<file path="src/rtl/vga_timing_pkg.sv">
// Default 640x480@60 VGA timing constants and small helpers shared by the
// sync generator and its pixel divider.
package vga_timing_pkg;

    localparam int CNT_W = 10;

    localparam int DEF_CLK_DIV   = 4;
    localparam int DEF_H_VISIBLE = 640;
    localparam int DEF_H_FP      = 16;
    localparam int DEF_H_SYNC    = 96;
    localparam int DEF_H_BP      = 48;
    localparam int DEF_V_VISIBLE = 480;
    localparam int DEF_V_FP      = 10;
    localparam int DEF_V_SYNC    = 2;
    localparam int DEF_V_BP      = 33;

    localparam int DEF_H_TOTAL = DEF_H_VISIBLE + DEF_H_FP + DEF_H_SYNC + DEF_H_BP;
    localparam int DEF_V_TOTAL = DEF_V_VISIBLE + DEF_V_FP + DEF_V_SYNC + DEF_V_BP;

    localparam int DEF_HS_START = DEF_H_VISIBLE + DEF_H_FP;
    localparam int DEF_HS_END   = DEF_HS_START + DEF_H_SYNC - 1;
    localparam int DEF_VS_START = DEF_V_VISIBLE + DEF_V_FP;
    localparam int DEF_VS_END   = DEF_VS_START + DEF_V_SYNC - 1;

    // Inclusive window test used for the active-low sync pulses.
    function automatic logic in_window(input logic [CNT_W-1:0] val,
                                       input int lo, input int hi);
        return (int'(val) >= lo) && (int'(val) <= hi);
    endfunction

endpackage

</file>
<file path="src/rtl/pixel_tick_div.sv">
// Board-clock divider: PIXEL_TICK marks the last board clock of each pixel.
module pixel_tick_div #(
    parameter int CLK_DIV = 4
) (
    input  logic CLK,
    input  logic RESET_N,
    output logic PIXEL_TICK
);

    localparam int DW = (CLK_DIV > 1) ? $clog2(CLK_DIV) : 1;
    localparam logic [DW-1:0] DIV_LAST = DW'(CLK_DIV - 1);

    logic [DW-1:0] div;

    always_ff @(posedge CLK or negedge RESET_N) begin
        if (!RESET_N) begin
            div <= '0;
        end else if (div == DIV_LAST) begin
            div <= '0;
        end else begin
            div <= div + 1'b1;
        end
    end

    // With CLK_DIV=1 div never leaves 0, so the tick is permanently high.
    assign PIXEL_TICK = (div == DIV_LAST);

endmodule

</file>
<file path="src/rtl/vga_sync_gen.sv">
// VGA timing generator: pixel-rate h/v counters with registered sync and
// visible-area flags that always line up with PIXEL_X/PIXEL_Y.
module vga_sync_gen
    import vga_timing_pkg::*;
#(
    parameter int CLK_DIV   = DEF_CLK_DIV,
    parameter int H_VISIBLE = DEF_H_VISIBLE,
    parameter int H_FP      = DEF_H_FP,
    parameter int H_SYNC    = DEF_H_SYNC,
    parameter int H_BP      = DEF_H_BP,
    parameter int V_VISIBLE = DEF_V_VISIBLE,
    parameter int V_FP      = DEF_V_FP,
    parameter int V_SYNC    = DEF_V_SYNC,
    parameter int V_BP      = DEF_V_BP
) (
    input  logic             CLK,
    input  logic             RESET_N,
    output logic             HSYNC,
    output logic             VSYNC,
    output logic             H_ON,
    output logic             V_ON,
    output logic [CNT_W-1:0] PIXEL_X,
    output logic [CNT_W-1:0] PIXEL_Y,
    output logic             PIXEL_TICK,
    output logic             FRAME_END
);

    localparam int H_TOTAL  = H_VISIBLE + H_FP + H_SYNC + H_BP;
    localparam int V_TOTAL  = V_VISIBLE + V_FP + V_SYNC + V_BP;
    localparam int HS_START = H_VISIBLE + H_FP;
    localparam int HS_END   = HS_START + H_SYNC - 1;
    localparam int VS_START = V_VISIBLE + V_FP;
    localparam int VS_END   = VS_START + V_SYNC - 1;

    localparam logic [CNT_W-1:0] H_LAST = CNT_W'(H_TOTAL - 1);
    localparam logic [CNT_W-1:0] V_LAST = CNT_W'(V_TOTAL - 1);

    logic             tick;
    logic [CNT_W-1:0] h;
    logic [CNT_W-1:0] v;
    logic [CNT_W-1:0] h_next;
    logic [CNT_W-1:0] v_next;

    pixel_tick_div #(
        .CLK_DIV (CLK_DIV)
    ) u_div (
        .CLK        (CLK),
        .RESET_N    (RESET_N),
        .PIXEL_TICK (tick)
    );

    always_comb begin
        h_next = h;
        v_next = v;
        if (tick) begin
            if (h == H_LAST) begin
                h_next = '0;
                v_next = (v == V_LAST) ? '0 : v + 1'b1;
            end else begin
                h_next = h + 1'b1;
            end
        end
    end

    // Flags decode the next counts so they update on the same edge as h/v.
    always_ff @(posedge CLK or negedge RESET_N) begin
        if (!RESET_N) begin
            h     <= '0;
            v     <= '0;
            HSYNC <= 1'b1;
            VSYNC <= 1'b1;
            H_ON  <= 1'b1;
            V_ON  <= 1'b1;
        end else begin
            h     <= h_next;
            v     <= v_next;
            HSYNC <= !in_window(h_next, HS_START, HS_END);
            VSYNC <= !in_window(v_next, VS_START, VS_END);
            H_ON  <= (int'(h_next) < H_VISIBLE);
            V_ON  <= (int'(v_next) < V_VISIBLE);
        end
    end

    assign PIXEL_X    = h;
    assign PIXEL_Y    = v;
    assign PIXEL_TICK = tick;
    assign FRAME_END  = tick && (h == H_LAST) && (v == V_LAST);

endmodule

</file>
<file path="config.mk">
export PLATFORM = sky130hd
export DESIGN_NAME = vga_sync_gen
export DESIGN_NICKNAME = d
export VERILOG_FILES = /design/src/rtl/vga_timing_pkg.sv /design/src/rtl/pixel_tick_div.sv /design/src/rtl/vga_sync_gen.sv
export SDC_FILE = /design/constraint.sdc
export NUM_CORES = 1
export LEC_CHECK = 0
export ABC_AREA = 1
export ABC_CLOCK_PERIOD_IN_PS = 1700
export BUFFER_PORTS_ARGS = -buffer_cell sky130_fd_sc_hd__buf_2
export CAP_MARGIN = 20
export CORE_ASPECT_RATIO = 0.75
export CORE_UTILIZATION = 40
export CTS_CLUSTER_SIZE = 30
export DETAILED_ROUTE_END_ITERATION = 6
export GPL_ROUTABILITY_DRIVEN = 0
export REMOVE_ABC_BUFFERS = 1
export SYNTH_ARGS = -nofsm -noshare
export SYNTH_HDL_FRONTEND = slang
export SYNTH_HIERARCHICAL = 1
export SYNTH_SLANG_ARGS = --single-unit
</file>
<file path="constraint.sdc">
create_clock -name CLK -period 1.7 [get_ports CLK]
set_input_delay 0.34 -clock CLK [delete_from_list [all_inputs] [get_ports CLK]]
set_output_delay 0.34 -clock CLK [all_outputs]
set_load 0.03 [all_outputs]
</file>
**Word level (Yosys, flattened, before mapping)**

Cells that the tools add are included.
Widths: inputs -> output; s select.

- Magnitude comparators: 6
- $add $sub $neg: 3
- Shift-type cells: 0
- Bitwise gates (word level): 0
- Multipliers: 0
- Muxes and demuxes: 6
- Reductions and logical operators: 6
- Eq/ne operators: 3
- Div/mod/pow operators: 0

Operators with widths:

| cell | count |
|---|---|
| $mux 10 | 5 |
| $add 10x1->10 const B | 2 |
| $eq 10x10->1 const B | 2 |
| $ge 10x10->1 const B | 1 |
| $ge 10x9->1 const B | 1 |
| $le 10x10->1 const B | 1 |
| $le 10x9->1 const B | 1 |
| $lt 10x10->1 const B | 1 |
| $lt 10x9->1 const B | 1 |
| $logic_and 1x1->1 | 4 |
| $add 2x1->2 const B | 1 |
| $eq 2x2->1 const B | 1 |
| $logic_not 1->1 | 2 |
| $mux 2 | 1 |

- Latch bits: 0
- Memories: 0
- RAM bits: 0
- Word-level logic and storage cells: 31
- Register bits after elaboration: 26
- Input bits: 2
- Bits in read-only memories: 0

**Logic depth before layout (Yosys ltp)**

Gate-level depths: netlist of the first run.

- Depth after elaboration: 7
- Depth in mapped cells: 13
- Mapped depth without buffers: 13

**By module**

Netlist of the first run, hierarchy kept.

Modules (own cells, without submodules):

| module | times used | cells an instance | area an instance (µm²) |
|---|---|---|---|
| vga_sync_gen | 1 | 197 | 1516.5 |
| pixel_tick_div | 1 | 4 | 66.3 |

**Least setup slack after synthesis of the first run**

Ideal clock, no wire load.

- Path type: register to output
- Start: register h[0] (netlist: PIXEL_X[0])
- End: output port FRAME_END
- Data arrival time: 1554 ps
- Stages on the path, launching flop included: 8
- Setup slack: -194 ps
- Required time: 1360 ps
- Cell sequence: dfrtp_1 > ha_1 > inv_2 > nor2_4 > nand4_4 > clkinv_4 > nand2_1 > inv_1

- Word-level cells in the longest chain between the ends: 3

RTL lines:

| item | RTL line | text |
|---|---|---|
| start, declared | vga_sync_gen.sv:39 | `logic [CNT_W-1:0] h;` |
| start signal, assigned | vga_sync_gen.sv:75 | `h <= h_next;` |
| $eq 10x10->1 | vga_sync_gen.sv:87 | `assign FRAME_END = tick && (h == H_LAST) && (v == V_LAST);` |
| $logic_and 1x1->1 (2 in a row) | vga_sync_gen.sv:87 |  |
| end, declared | vga_sync_gen.sv:25 | `output logic FRAME_END` |

Every way passes these cells.

**Final worst setup path of the first run**

- Start: register v[0] (netlist: PIXEL_Y[0])
- End: output port FRAME_END

- Word-level cells in the longest chain between the ends: 2

RTL lines:

| item | RTL line | text |
|---|---|---|
| start, declared | vga_sync_gen.sv:40 | `logic [CNT_W-1:0] v;` |
| start signal, assigned | vga_sync_gen.sv:76 | `v <= v_next;` |
| $eq 10x10->1 | vga_sync_gen.sv:87 |  |
| $logic_and 1x1->1 | vga_sync_gen.sv:87 |  |

Every way passes these cells.

==> implementation parameters, run 1 <==
Parameter                              Value

Clock network
  Clock latency reported for the late side of the worst-skew pair ... 0.27 ns
  Clock-pin transition on the worst setup and hold timing paths ... 0.09 ns
  # clock sinks ... 26
  Number of hold-repair buffers added at the cts stage ... 0
  Clock tree from TritonCTS ... built
  Deepest level of the CTS H-tree ... 1
  Clock buffer depth ... 2
  Library cell used as clock root buffer ... sky130_fd_sc_hd__clkbuf_8
  CTS buffer count ... 3

Worst setup path
  Worst R2R Path Depth ... 14
  Arrival time of data at the critical path endpoint ... 1.51 ns
  Endpoint of the worst register-to-register path ... VSYNC
  Launching point of the worst reg2reg path ... PIXEL_Y[1]
  Worst R2R Setup Slack ... -0.05 ns
  Kind of end point of the critical path ... primary output
  Type of the worst setup path ... register to primary output
  Worst setup SP type ... register
  Top fanout value on the critical path ... 2
  Worst Path Required ... 1.36 ns

STA
  Clock Skew ... 0.00392 ns
  Max-slew headroom at the worst pin ... 0.611
  Number of slew-limit violations in the final report ... 0
  Share of the clock period used by the worst path after layout ... 1.09
  Final min period ... 1.85 ns
  Setup repair after global routing missed its margin ... true
  Worst Slack Setup Final ... -0.148 ns
  Transition time at the pin with the least slew margin ... 0.584 ns
  Final count of negative-setup-slack endpoints ... 3
  Endpoints failing hold ... 0
  Maximum achievable frequency ... 541 MHz

Die
  # rows ... 19
  Total Die Area ... 4220 µm²
  Horizontal die dimension ... 74.6 µm
  Top-level I/O count ... 28
  Starting density of the core ... 0.424
  Core ar. ... 3730 µm²
  Die Ht ... 56.5 µm

Routing
  DRT Pass-1 Iters ... 4
  Detailed-route via count ... 1542
  Residual DRC ... 0
  Number of vias per cell after detailed routing ... 4.73
  Post-detailed-route wirelength per cell ... 13.1 µm
  Routed wire length ... 4270 µm
  Remaining number of nets flagged by the antenna check after routing ... 0
  Count of routing violations after the opening detailed-route iteration ... 106

Status
  Run status ... finished, violations left
  Violations in the final reports ... setup timing

GRT
  Global-route usage over all layers ... 0.204
  Wire length of the first global-routing pass ... 6460 µm
  Largest net degree at the start of global routing ... 27
  Via count of the first global-routing pass ... 1347
  GRT Residual Overflow ... 0
  Initial antenna violation count ... 0

Placement
  Pre-CTS WS ... -0.0698 ns
  Placed insts ... 305
  Number of port buffers ... 27
  Estimated wirelength of the detail-placed design ... 2870 µm

Synthesis
  Count of state elements after synthesis ... 26
  Mapped Area ... 1580 µm²
  Sequential share of the synthesized area ... 0.414
  Synthesized instance count ... 201
  YS warnings ... 6
  Post-synth cell types ... 28
  Avg Inst Size Synth ... 7.87 µm²

Cells and area
  Most frequent cells in the layout ... sky130_fd_sc_hd__buf_4 (39), sky130_fd_sc_hd__nand2_1 (37), sky130_fd_sc_hd__inv_1 (29)
  Final-layout fill cell count ... 331
  Number of antenna diodes ... 0
  Commonest non-fill, non-tap cell in the layout ... sky130_fd_sc_hd__buf_4
  Final Instance Count excl. Fillers ... 326
  Relative area change from synthesis to final layout ... 49.3%
  Net count reported at finish ... 281
  Fraction of final layout cells with drive strength greater than 1 ... 0.529

Pwr
  Leakage power total ... 1.18 nW
  Worst ir drop on vdd ... 0.000344 V
  Sum of internal, switching and leakage power ... 1.03 mW
  Total power per unit cell area ... 437 nW/µm²

Run
  Max-capacitance violation count ... 0

Min path
  Worst min-delay path class ... input port to async pin
[per-layer routing]
layer | vias up | part of all wire | track usage
li1 | 772 | - | -
met1 | 725 | 0.48 | 0.327
met2 | 40 | 0.45 | 0.278
met3 | 5 | 0.061 | 0.0449
met4 | 0 | 0.0075 | 0.0404
met5 | - | 0 | 0
[cell type report]
| cell class | instances | area [µm²] | area share |
|---|---|---|---|
| flip-flops and latches | 26 | 656 | 0.277 |
| inverters | 38 | 148 | 0.0625 |
| repair buffers | 71 | 497 | 0.210 |
| clock buffers | 4 | 55.1 | 0.0233 |
| well taps | 52 | 65.1 | 0.0275 |
| multi-input cells | 135 | 943 | 0.399 |
[flip-flops by register name (all words and copies together) (netlist names)]
name,count
PIXEL_X,10
H_ON,1
VSYNC,1
HSYNC,1
u_div/div,2
V_ON,1
PIXEL_Y,10
[Yosys cell counts]
master	count	area [µm²]
sky130_fd_sc_hd__clkinv_4	1	8.76
sky130_fd_sc_hd__dfstp_2	4	105
sky130_fd_sc_hd__nand2_1	46	173
sky130_fd_sc_hd__nand4_4	1	21.3
sky130_fd_sc_hd__clkbuf_1	1	3.75
sky130_fd_sc_hd__inv_1	34	128
sky130_fd_sc_hd__and2_4	1	8.76
sky130_fd_sc_hd__a21oi_1	5	25.0
sky130_fd_sc_hd__xor2_1	4	35.0
sky130_fd_sc_hd__nor2_4	7	78.8
sky130_fd_sc_hd__nor3_2	1	10.0
sky130_fd_sc_hd__buf_4	1	7.51
sky130_fd_sc_hd__nand4_1	8	50.1
sky130_fd_sc_hd__nor3_1	4	20.0
sky130_fd_sc_hd__nor2_2	2	12.5
sky130_fd_sc_hd__a31o_2	1	8.76
sky130_fd_sc_hd__nor2_1	18	67.6
sky130_fd_sc_hd__nand3_1	17	85.1
sky130_fd_sc_hd__nand3_2	3	30.0
sky130_fd_sc_hd__inv_2	3	11.3
sky130_fd_sc_hd__dfrtp_1	22	551
sky130_fd_sc_hd__a21o_2	1	8.76
sky130_fd_sc_hd__o21ai_2	1	8.76
sky130_fd_sc_hd__o21ai_0	5	25.0
sky130_fd_sc_hd__ha_1	4	50.1
sky130_fd_sc_hd__nand2_2	4	25.0
sky130_fd_sc_hd__xor2_2	1	16.3
sky130_fd_sc_hd__xnor2_1	1	8.76
[where the power goes]
group | switching [mW] | internal (mW)
Combinational | 0.0116 | 0.000822
Sequential | 0 | 0.618
Clock | 0.194 | 0.207
Total | 0.206 | 0.826
[worst max-delay path by stage]
stage / from / to / slack (ns) / cells past startpoint
final: PIXEL_Y[0] / FRAME_END / -0.15 / 9
after global routing: PIXEL_Y[0] / FRAME_END / -0.31 / 9
after CTS: PIXEL_Y[1] / FRAME_END / -0.09 / 9
after detailed placement: u_div/div[0] / VSYNC / -0.07 / 11
after global placement: u_div/div[0] / VSYNC / -0.09 / 11
after floorplan: u_div/div[0] / HSYNC / -0.44 / 9
[kinds of logic (layout without fill, tap and decap cells)]
| kind of cell | count (synthesis) | in the layout | synth area share |
|---|---|---|---|
| simple gates | 112 | 112 | 0.368 |
| compound gates | 13 | 13 | 0.0482 |
| buf+inv | 40 | 113 | 0.100 |
| fa+ha+maj | 4 | 4 | 0.0316 |
| xor+xnor | 6 | 6 | 0.0379 |
| flops | 26 | 26 | 0.414 |
[per-stage QoR]
step                       util  TNS (ns)  hold slack, ns  cell area (µm²)
final                     0.633    -0.226          0.0560             2360
after floorplan               -     -2.13          0.0444             1570
after global routing      0.633    -0.725           0.104             2360
after global placement    0.529   -0.0870           0.377             1970
after detailed placement  0.529   -0.0698           0.379             1970
after CTS                 0.581    -0.146          0.0742             2170
[repair_timing]
| action | CTS | global route |
|---|---|---|
| gates cloned | 0 | 0 |
| pin swaps | 12 | 21 |
| resized for setup | 15 | 41 |
| endpoints found under the setup margin | 3 | 9 |
| setup buffers | 11 | 7 |
[critical path, cell delays in order, from the launching register on]
cell,delay [ns]
sky130_fd_sc_hd__dfrtp_1,0.41
sky130_fd_sc_hd__inv_1,0.08
sky130_fd_sc_hd__ha_2,0.16
sky130_fd_sc_hd__nand2_1,0.05
sky130_fd_sc_hd__nor2_1,0.09
sky130_fd_sc_hd__nand3_1,0.12
sky130_fd_sc_hd__inv_2,0.10
sky130_fd_sc_hd__nand2_2,0.06
sky130_fd_sc_hd__inv_2,0.05
sky130_fd_sc_hd__buf_6,0.12
(Power assumes the default switching activity.)
==> run 2, diff against run 1 <==
--- a/config.mk
+++ b/config.mk
@@ -17,5 +17,4 @@
 export REMOVE_ABC_BUFFERS = 1
 export SYNTH_ARGS = -nofsm -noshare
 export SYNTH_HDL_FRONTEND = slang
-export SYNTH_HIERARCHICAL = 1
 export SYNTH_SLANG_ARGS = --single-unit
==> constraint.sdc (replaced) <==
create_clock -name CLK -period 1.7 [get_ports CLK]
set_input_delay 0.085 -clock CLK [delete_from_list [all_inputs] [get_ports CLK]]
set_output_delay 0.085 -clock CLK [all_outputs]
set_load 0.01 [all_outputs]
==> run 2 against run 1 <==
Core utilization rose by 0.17 points. Final area down 0.37%. Synthesized area decreased by 1.3%. Hold slack better by 0.27 ns. Clock power up 32%. Combinational power rose by 13%. Setup slack better by 0.046 ns. Global-route usage is 1.1 points higher. Largest power group unchanged. Register-to-register slack lost 0.05 ns. The run still ends with setup timing left. Highest routed layer is now met3. Final cell count up 3.4%. Fmax rose by 2.5%. Sequential share of layout area up 0.10 points.
==> implementation parameters, run 2 <==
Parameter                              Value

Status
  Run status ... finished, violations left
  Violations in the final reports ... setup timing

STA
  Setup repair after global routing missed its margin ... true
  Number of slew-limit violations in the final report ... 0
  Clock Skew ... 0.00747 ns
  Transition time at the pin with the least slew margin ... 0.579 ns
  Maximum achievable frequency ... 555 MHz
  Final min period ... 1.80 ns
  Endpoints failing hold ... 0
  Final count of negative-setup-slack endpoints ... 3
  WHS ... 0.328 ns
  Share of the clock period used by the worst path after layout ... 1.06
  Worst Slack Setup Final ... -0.103 ns
  Max-slew headroom at the worst pin ... 0.614

Routing
  Number of vias per cell after detailed routing ... 4.70
  Routed wire length ... 4290 µm
  DRT Pass-1 Iters ... 4
  Remaining number of nets flagged by the antenna check after routing ... 0
  Residual DRC ... 0
  Count of routing violations after the opening detailed-route iteration ... 148
  Detailed-route via count ... 1585
  Post-detailed-route wirelength per cell ... 12.7 µm

Worst setup path
  Endpoint of the worst register-to-register path ... VSYNC
  Cell class contributing the biggest share of worst-path delay ... simple AND/OR/NAND/NOR gates
  Number of buffers and inverters on the critical path ... 1
  Kind of end point of the critical path ... register
  Slowest Stage Delay on Critical Path ... 0.40 ns
  Launching point of the worst reg2reg path ... PIXEL_X[0]
  Worst R2R Path Depth ... 9
  Top fanout value on the critical path ... 4
  Worst setup SP type ... register
  Worst Path Required ... 1.91 ns
  Arrival time of data at the critical path endpoint ... 2.01 ns
  Slowest cell on the critical path ... sky130_fd_sc_hd__dfrtp_1
  Worst R2R Setup Slack ... -0.10 ns
  Type of the worst setup path ... register to register
  Sequence of cells on the critical path ... ha_4, nand2_4, nor2_4, nand4_1, buf_4, o21bai_1, nand3_1, nor2_1, nand3_2

Die
  # rows ... 19
  Horizontal die dimension ... 74.2 µm
  Top-level I/O count ... 28
  Total Die Area ... 4160 µm²
  Starting density of the core ... 0.421
  Die Ht ... 56.1 µm
  Core ar. ... 3710 µm²

Cells and area
  Final-layout fill cell count ... 331
  Number of antenna diodes ... 0
  Final cell utilization of the core ... 0.635
  Relative area change from synthesis to final layout ... 50.7%
  Post-route standard cell area excluding fillers ... 2350 µm²
  Fraction of final layout cells with drive strength greater than 1 ... 0.439
  Commonest non-fill, non-tap cell in the layout ... sky130_fd_sc_hd__nand2_1
  Most frequent cells in the layout ... sky130_fd_sc_hd__nand2_1 (47), sky130_fd_sc_hd__buf_4 (38), sky130_fd_sc_hd__inv_1 (35)
  Net count reported at finish ... 292

Synthesis
  Top cell types by occurrence after synthesis ... sky130_fd_sc_hd__nand2_1 (54), sky130_fd_sc_hd__inv_1 (39), sky130_fd_sc_hd__nor2_1 (25)
  Count of flip-flops with a built-in enable after synthesis ... 0
  Area share of the largest cell type after synthesis ... 0.352
  Fraction of registers with async set or reset after synthesis ... 1.00
  Count of state elements after synthesis ... 26
  Leading area contributor after synthesis ... sky130_fd_sc_hd__dfrtp_1
  YS warnings ... 0
  Mapped Area ... 1560 µm²
  Post-synth cell types ... 27
  Sequential share of the synthesized area ... 0.420
  Top cells by area in the synthesized netlist ... sky130_fd_sc_hd__dfrtp_1 (35%), sky130_fd_sc_hd__nand2_1 (13%), sky130_fd_sc_hd__inv_1 (9.4%)
  Avg Inst Size Synth ... 7.37 µm²
  Commonest register cell after synthesis ... sky130_fd_sc_hd__dfrtp_1
  Synthesized instance count ... 212
  Most common cell in the synthesized netlist ... sky130_fd_sc_hd__nand2_1

Clock network
  Deepest level of the CTS H-tree ... 1
  # clock sinks ... 26
  CTS buffer count ... 3
  Library cell used as clock root buffer ... sky130_fd_sc_hd__clkbuf_8
  Clock buffer depth ... 2
  Clock-pin transition on the worst setup and hold timing paths ... 0.10 ns
  Clock latency reported for the late side of the worst-skew pair ... 0.28 ns
  Clock tree from TritonCTS ... built

Placement
  Pre-CTS WS ... -0.0905 ns
  Estimated wirelength of the detail-placed design ... 3030 µm
  Number of port buffers ... 27
  Cell area after placement ... 1980 µm²

Pwr
  Sum of internal, switching and leakage power ... 1.16 mW
  Worst ir drop on vdd ... 0.000585 V
  Leakage power total ... 1.30 nW
  Total power per unit cell area ... 494 nW/µm²

GRT
  GRT Residual Overflow ... 0
  Via count of the first global-routing pass ... 1462
  Initial antenna violation count ... 0
  Wire length of the first global-routing pass ... 6740 µm
  Global-route usage over all layers ... 0.215
  Largest net degree at the start of global routing ... 27

Min path
  Worst min-delay path class ... input port to async pin

Run
  Max-capacitance violation count ... 0
run 2: worst reg2reg max path, cell delays in order (launching register included):
cell and delay (ns):
sky130_fd_sc_hd__dfrtp_1 0.40, sky130_fd_sc_hd__ha_4 0.17, sky130_fd_sc_hd__nand2_4 0.06, sky130_fd_sc_hd__nor2_4 0.14, sky130_fd_sc_hd__nand4_1 0.24, sky130_fd_sc_hd__buf_4 0.22
sky130_fd_sc_hd__o21bai_1 0.11, sky130_fd_sc_hd__nand3_1 0.14, sky130_fd_sc_hd__nor2_1 0.16, sky130_fd_sc_hd__nand3_2 0.08
run 2: kinds of logic (layout without fill, tap and decap cells):
kind of cell / after synthesis / after routing / share of synthesized area
compound gates: 11 / 11 / 0.0432
flops: 26 / 26 / 0.420
xor+xnor: 5 / 5 / 0.0280
simple gates: 123 / 123 / 0.374
buf+inv: 43 / 116 / 0.103
fa+ha+maj: 4 / 4 / 0.0320
run 2: final cells by class:
cell class,count,area (µm²),area share
Clock inverter,1,30.0,0.0128
Multi-Input combinational cell,143,915,0.388
Sequential cell,26,656,0.278
Clock buffer,3,41.3,0.0175
Timing Repair Buffer,70,490,0.208
Inverter,42,158,0.0669
Tap cell,52,65.1,0.0276
run 2: repair_timing:
| action | in CTS | in global routing |
|---|---|---|
| resized for setup | 15 | 33 |
| hold buffers | 1 | 0 |
| endpoints found under the hold margin | 22 | 0 |
| pin swaps | 9 | 21 |
| setup endpoints to repair | 3 | 10 |
| cloned | 0 | 0 |
| buffers inserted | 7 | 7 |
run 2: metal layers:
metal  track usage  wire length (µm)  share of wire
met2         0.309              1890           0.44
met1         0.332              2190           0.51
met5             0                 0              0
met3        0.0489               203          0.047
met4        0.0330                 0              0
run 2: how the worst max path moves through the flow:
stage,endpoint,slack [ns],startpoint,depth (start not counted)
5_1_grt,VSYNC,-0.17,PIXEL_X[0],9
4_1_cts,VSYNC,-0.05,PIXEL_X[1],11
3_3_place_gp,VSYNC,-0.06,PIXEL_X[0],9
3_5_place_dp,VSYNC,-0.09,PIXEL_X[1],12
2_1_floorplan,HSYNC,-0.06,u_div.div[0],9
6_report,VSYNC,-0.10,PIXEL_X[0],9
run 2: report_power, final:
part | leakage [nW] | internal (mW) | switching, mW
Sequential | 0.335 | 0.618 | 0
Combinational | 0.928 | 0.00231 | 0.0118
Clock | 0.0357 | 0.315 | 0.216
run 2: stage by stage:
step           TNS [ns]  cells
2_1_floorplan   -0.0906    211
4_1_cts          -0.127    330
5_1_grt          -0.496    337
3_5_place_dp     -0.123    318
3_3_place_gp    -0.0563    318
6_report         -0.160    337
==> run 3, diff against run 2 <==
--- a/config.mk
+++ b/config.mk
@@ -10,10 +10,11 @@
 export BUFFER_PORTS_ARGS = -buffer_cell sky130_fd_sc_hd__buf_2
 export CAP_MARGIN = 20
 export CORE_ASPECT_RATIO = 0.75
-export CORE_UTILIZATION = 40
+export CORE_UTILIZATION = 50
 export CTS_CLUSTER_SIZE = 30
 export DETAILED_ROUTE_END_ITERATION = 6
 export GPL_ROUTABILITY_DRIVEN = 0
+export PLACE_DENSITY = 0.76
 export REMOVE_ABC_BUFFERS = 1
 export SYNTH_ARGS = -nofsm -noshare
 export SYNTH_HDL_FRONTEND = slang
==> run 3 against run 2 <==
The flow still finishes with violations (setup timing). Core utilization rose by 12 points. Final area fell by 5.4%. Hold slack improved by 0.015 ns. Setup slack improved by 0.012 ns. Power fell by 1.8%. Clock skew fell by 0.0053 ns. Sequential cell count did not move. Critical endpoint unchanged. Largest cell class unchanged.
==> implementation parameters, run 3 (synthesis gave the netlist of run 2 again) <==
Parameter                              Value

Die
  Top-level I/O count ... 28
  Horizontal die dimension ... 66.6 µm
  Starting density of the core ... 0.529
  Die Ht ... 50.4 µm
  Total Die Area ... 3360 µm²
  Core ar. ... 2960 µm²
  # rows ... 17

Clock network
  Deepest level of the CTS H-tree ... 1
  Library cell used as clock root buffer ... sky130_fd_sc_hd__clkbuf_8
  Clock buffer depth ... 2
  Clock latency reported for the late side of the worst-skew pair ... 0.27 ns
  CTS buffer count ... 3
  Clock tree from TritonCTS ... built
  Clock-pin transition on the worst setup and hold timing paths ... 0.09 ns
  # clock sinks ... 26

Placement
  Pre-CTS WS ... -0.109 ns
  Number of port buffers ... 27
  Estimated wirelength of the detail-placed design ... 2780 µm
  Cell area after placement ... 1910 µm²

Pwr
  Total power per unit cell area ... 513 nW/µm²
  Leakage power total ... 1.23 nW
  Worst ir drop on vdd ... 0.000487 V

STA
  Setup repair after global routing missed its margin ... true
  Share of the clock period used by the worst path after layout ... 1.05
  WHS ... 0.343 ns
  Final min period ... 1.79 ns
  Clock Skew ... 0.00220 ns
  Maximum achievable frequency ... 558 MHz
  Transition time at the pin with the least slew margin ... 0.572 ns
  Worst Slack Setup Final ... -0.0913 ns
  Endpoints failing hold ... 0
  Final count of negative-setup-slack endpoints ... 3
  Number of slew-limit violations in the final report ... 0
  Max-slew headroom at the worst pin ... 0.619

Cells and area
  Relative area change from synthesis to final layout ... 42.5%
  Commonest non-fill, non-tap cell in the layout ... sky130_fd_sc_hd__nand2_1
  Final cell utilization of the core ... 0.753
  Fraction of final layout cells with drive strength greater than 1 ... 0.389
  Net count reported at finish ... 282
  Post-route standard cell area excluding fillers ... 2230 µm²
  Number of antenna diodes ... 0
  Most frequent cells in the layout ... sky130_fd_sc_hd__nand2_1 (50), sky130_fd_sc_hd__inv_1 (36), sky130_fd_sc_hd__buf_4 (30)

GRT
  Layer with the highest usage after global routing ... met1
  Met3 usage ... 0.0409
  Initial antenna violation count ... 0
  Wire length of the first global-routing pass ... 6130 µm
  Largest net degree at the start of global routing ... 27
  Fraction of met2 tracks used by global routing ... 0.345
  Met1 routing resource usage after global routing ... 0.384
  Global-route usage over all layers ... 0.245
  Via count of the first global-routing pass ... 1330
  GRT Residual Overflow ... 0

Status
  Violations in the final reports ... setup timing
  Run status ... finished, violations left

Routing
  Count of routing violations after the opening detailed-route iteration ... 332
  DRT Pass-1 Iters ... 4
  Number of vias per cell after detailed routing ... 5.26
  Remaining number of nets flagged by the antenna check after routing ... 0
  Detailed-route via count ... 1647
  Residual DRC ... 0
  Post-detailed-route wirelength per cell ... 14.2 µm
  Routed wire length ... 4460 µm

Worst setup path
  Top fanout value on the critical path ... 6
  Kind of end point of the critical path ... register
  Type of the worst setup path ... register to register
  Worst setup SP type ... register
  Arrival time of data at the critical path endpoint ... 1.99 ns
  Sequence of cells on the critical path ... inv_2, nand2_1, nor2_2, buf_4, nand3_4, nor2_8, nand2_2, nand2_2, nand2_2, nor2_2, nand2_1, nor2_2, nand3_1
  Worst Path Required ... 1.90 ns
  Slowest Stage Delay on Critical Path ... 0.45 ns
  Slowest cell on the critical path ... sky130_fd_sc_hd__dfrtp_1

Run
  Max-capacitance violation count ... 0

Min path
  Worst min-delay path class ... input port to async pin
[run 3: cell types whose count changed in the layout (fill, tap and decap cells not counted), moves of 2 or more]
cell / previous run / this run
sky130_fd_sc_hd__nor2_1: 16 / 19
sky130_fd_sc_hd__nor3_2: 2 / 0
sky130_fd_sc_hd__nand2_2: 9 / 7
sky130_fd_sc_hd__buf_4: 38 / 30
sky130_fd_sc_hd__nand3_2: 3 / 1
sky130_fd_sc_hd__nor2_4: 7 / 5
sky130_fd_sc_hd__nand2_1: 47 / 50
[run 3: worst max-delay path, delay by kind of cell, from the launching register on]
family	cells	cell delay, ns
DFF	1	0.45
buffers and inverters	2	0.22
and+or+nand+nor	11	1.06
[run 3: layout make-up]
| class | count | area (µm²) |
|---|---|---|
| clock buffer | 3 | 41.3 |
| clock inverter | 1 | 30.0 |
| sequential | 26 | 656 |
| tap | 38 | 47.5 |
| timing repair buffer | 60 | 399 |
| multi-input combinational | 143 | 896 |
| fill | 197 | 729 |
| inverter | 42 | 158 |
[run 3: metal layers]
| layer | wire (µm) | part of all wire |
|---|---|---|
| met1 | 1950 | 0.44 |
| met5 | 0 | 0 |
| met3 | 354 | 0.079 |
| met2 | 2080 | 0.47 |
| met4 | 70 | 0.016 |
[run 3: worst paths after layout]
path	startpoint	endpoint	slack, ns	depth (start not counted)
min in group CLK	u_div.div[0]	u_div.div[0]	0.50	1
worst min register to register	u_div.div[0]	u_div.div[0]	0.50	1
worst min-delay path	RESET_N	PIXEL_Y[8]	0.34	2
max in group asynchronous	RESET_N	VSYNC	0.97	2
worst max register to register	PIXEL_X[5]	VSYNC	-0.09	13
worst max-delay path	PIXEL_X[5]	VSYNC	-0.09	13
[run 3: repair_timing]
item | in CTS | in global routing
gates resized for setup | 10 | 28
endpoints found under the setup margin | 4 | 11
setup buffers | 5 | 4
pin swaps | 4 | 13
endpoints found under the hold margin | 22 | 0
hold buffers | 1 | 0
[run 3: per-stage QoR]
stage | power [mW] | setup TNS, ns | cells
global placement | 0.643 | -0.0665 | 299
global route | 1.17 | -0.707 | 313
floorplan | 0.630 | -0.0906 | 211
CTS | 1.15 | -0.0359 | 309
finish | 1.14 | -0.164 | 313
detailed placement | 0.644 | -0.109 | 299
[run 3: power breakdown]
group / leakage [nW] / internal [mW] / switching (mW)
Combinational: 0.864 / 0.00232 / 0.0117
Sequential: 0.335 / 0.618 / 0
Clock: 0.0357 / 0.315 / 0.195
Total: 1.23 / 0.936 / 0.207
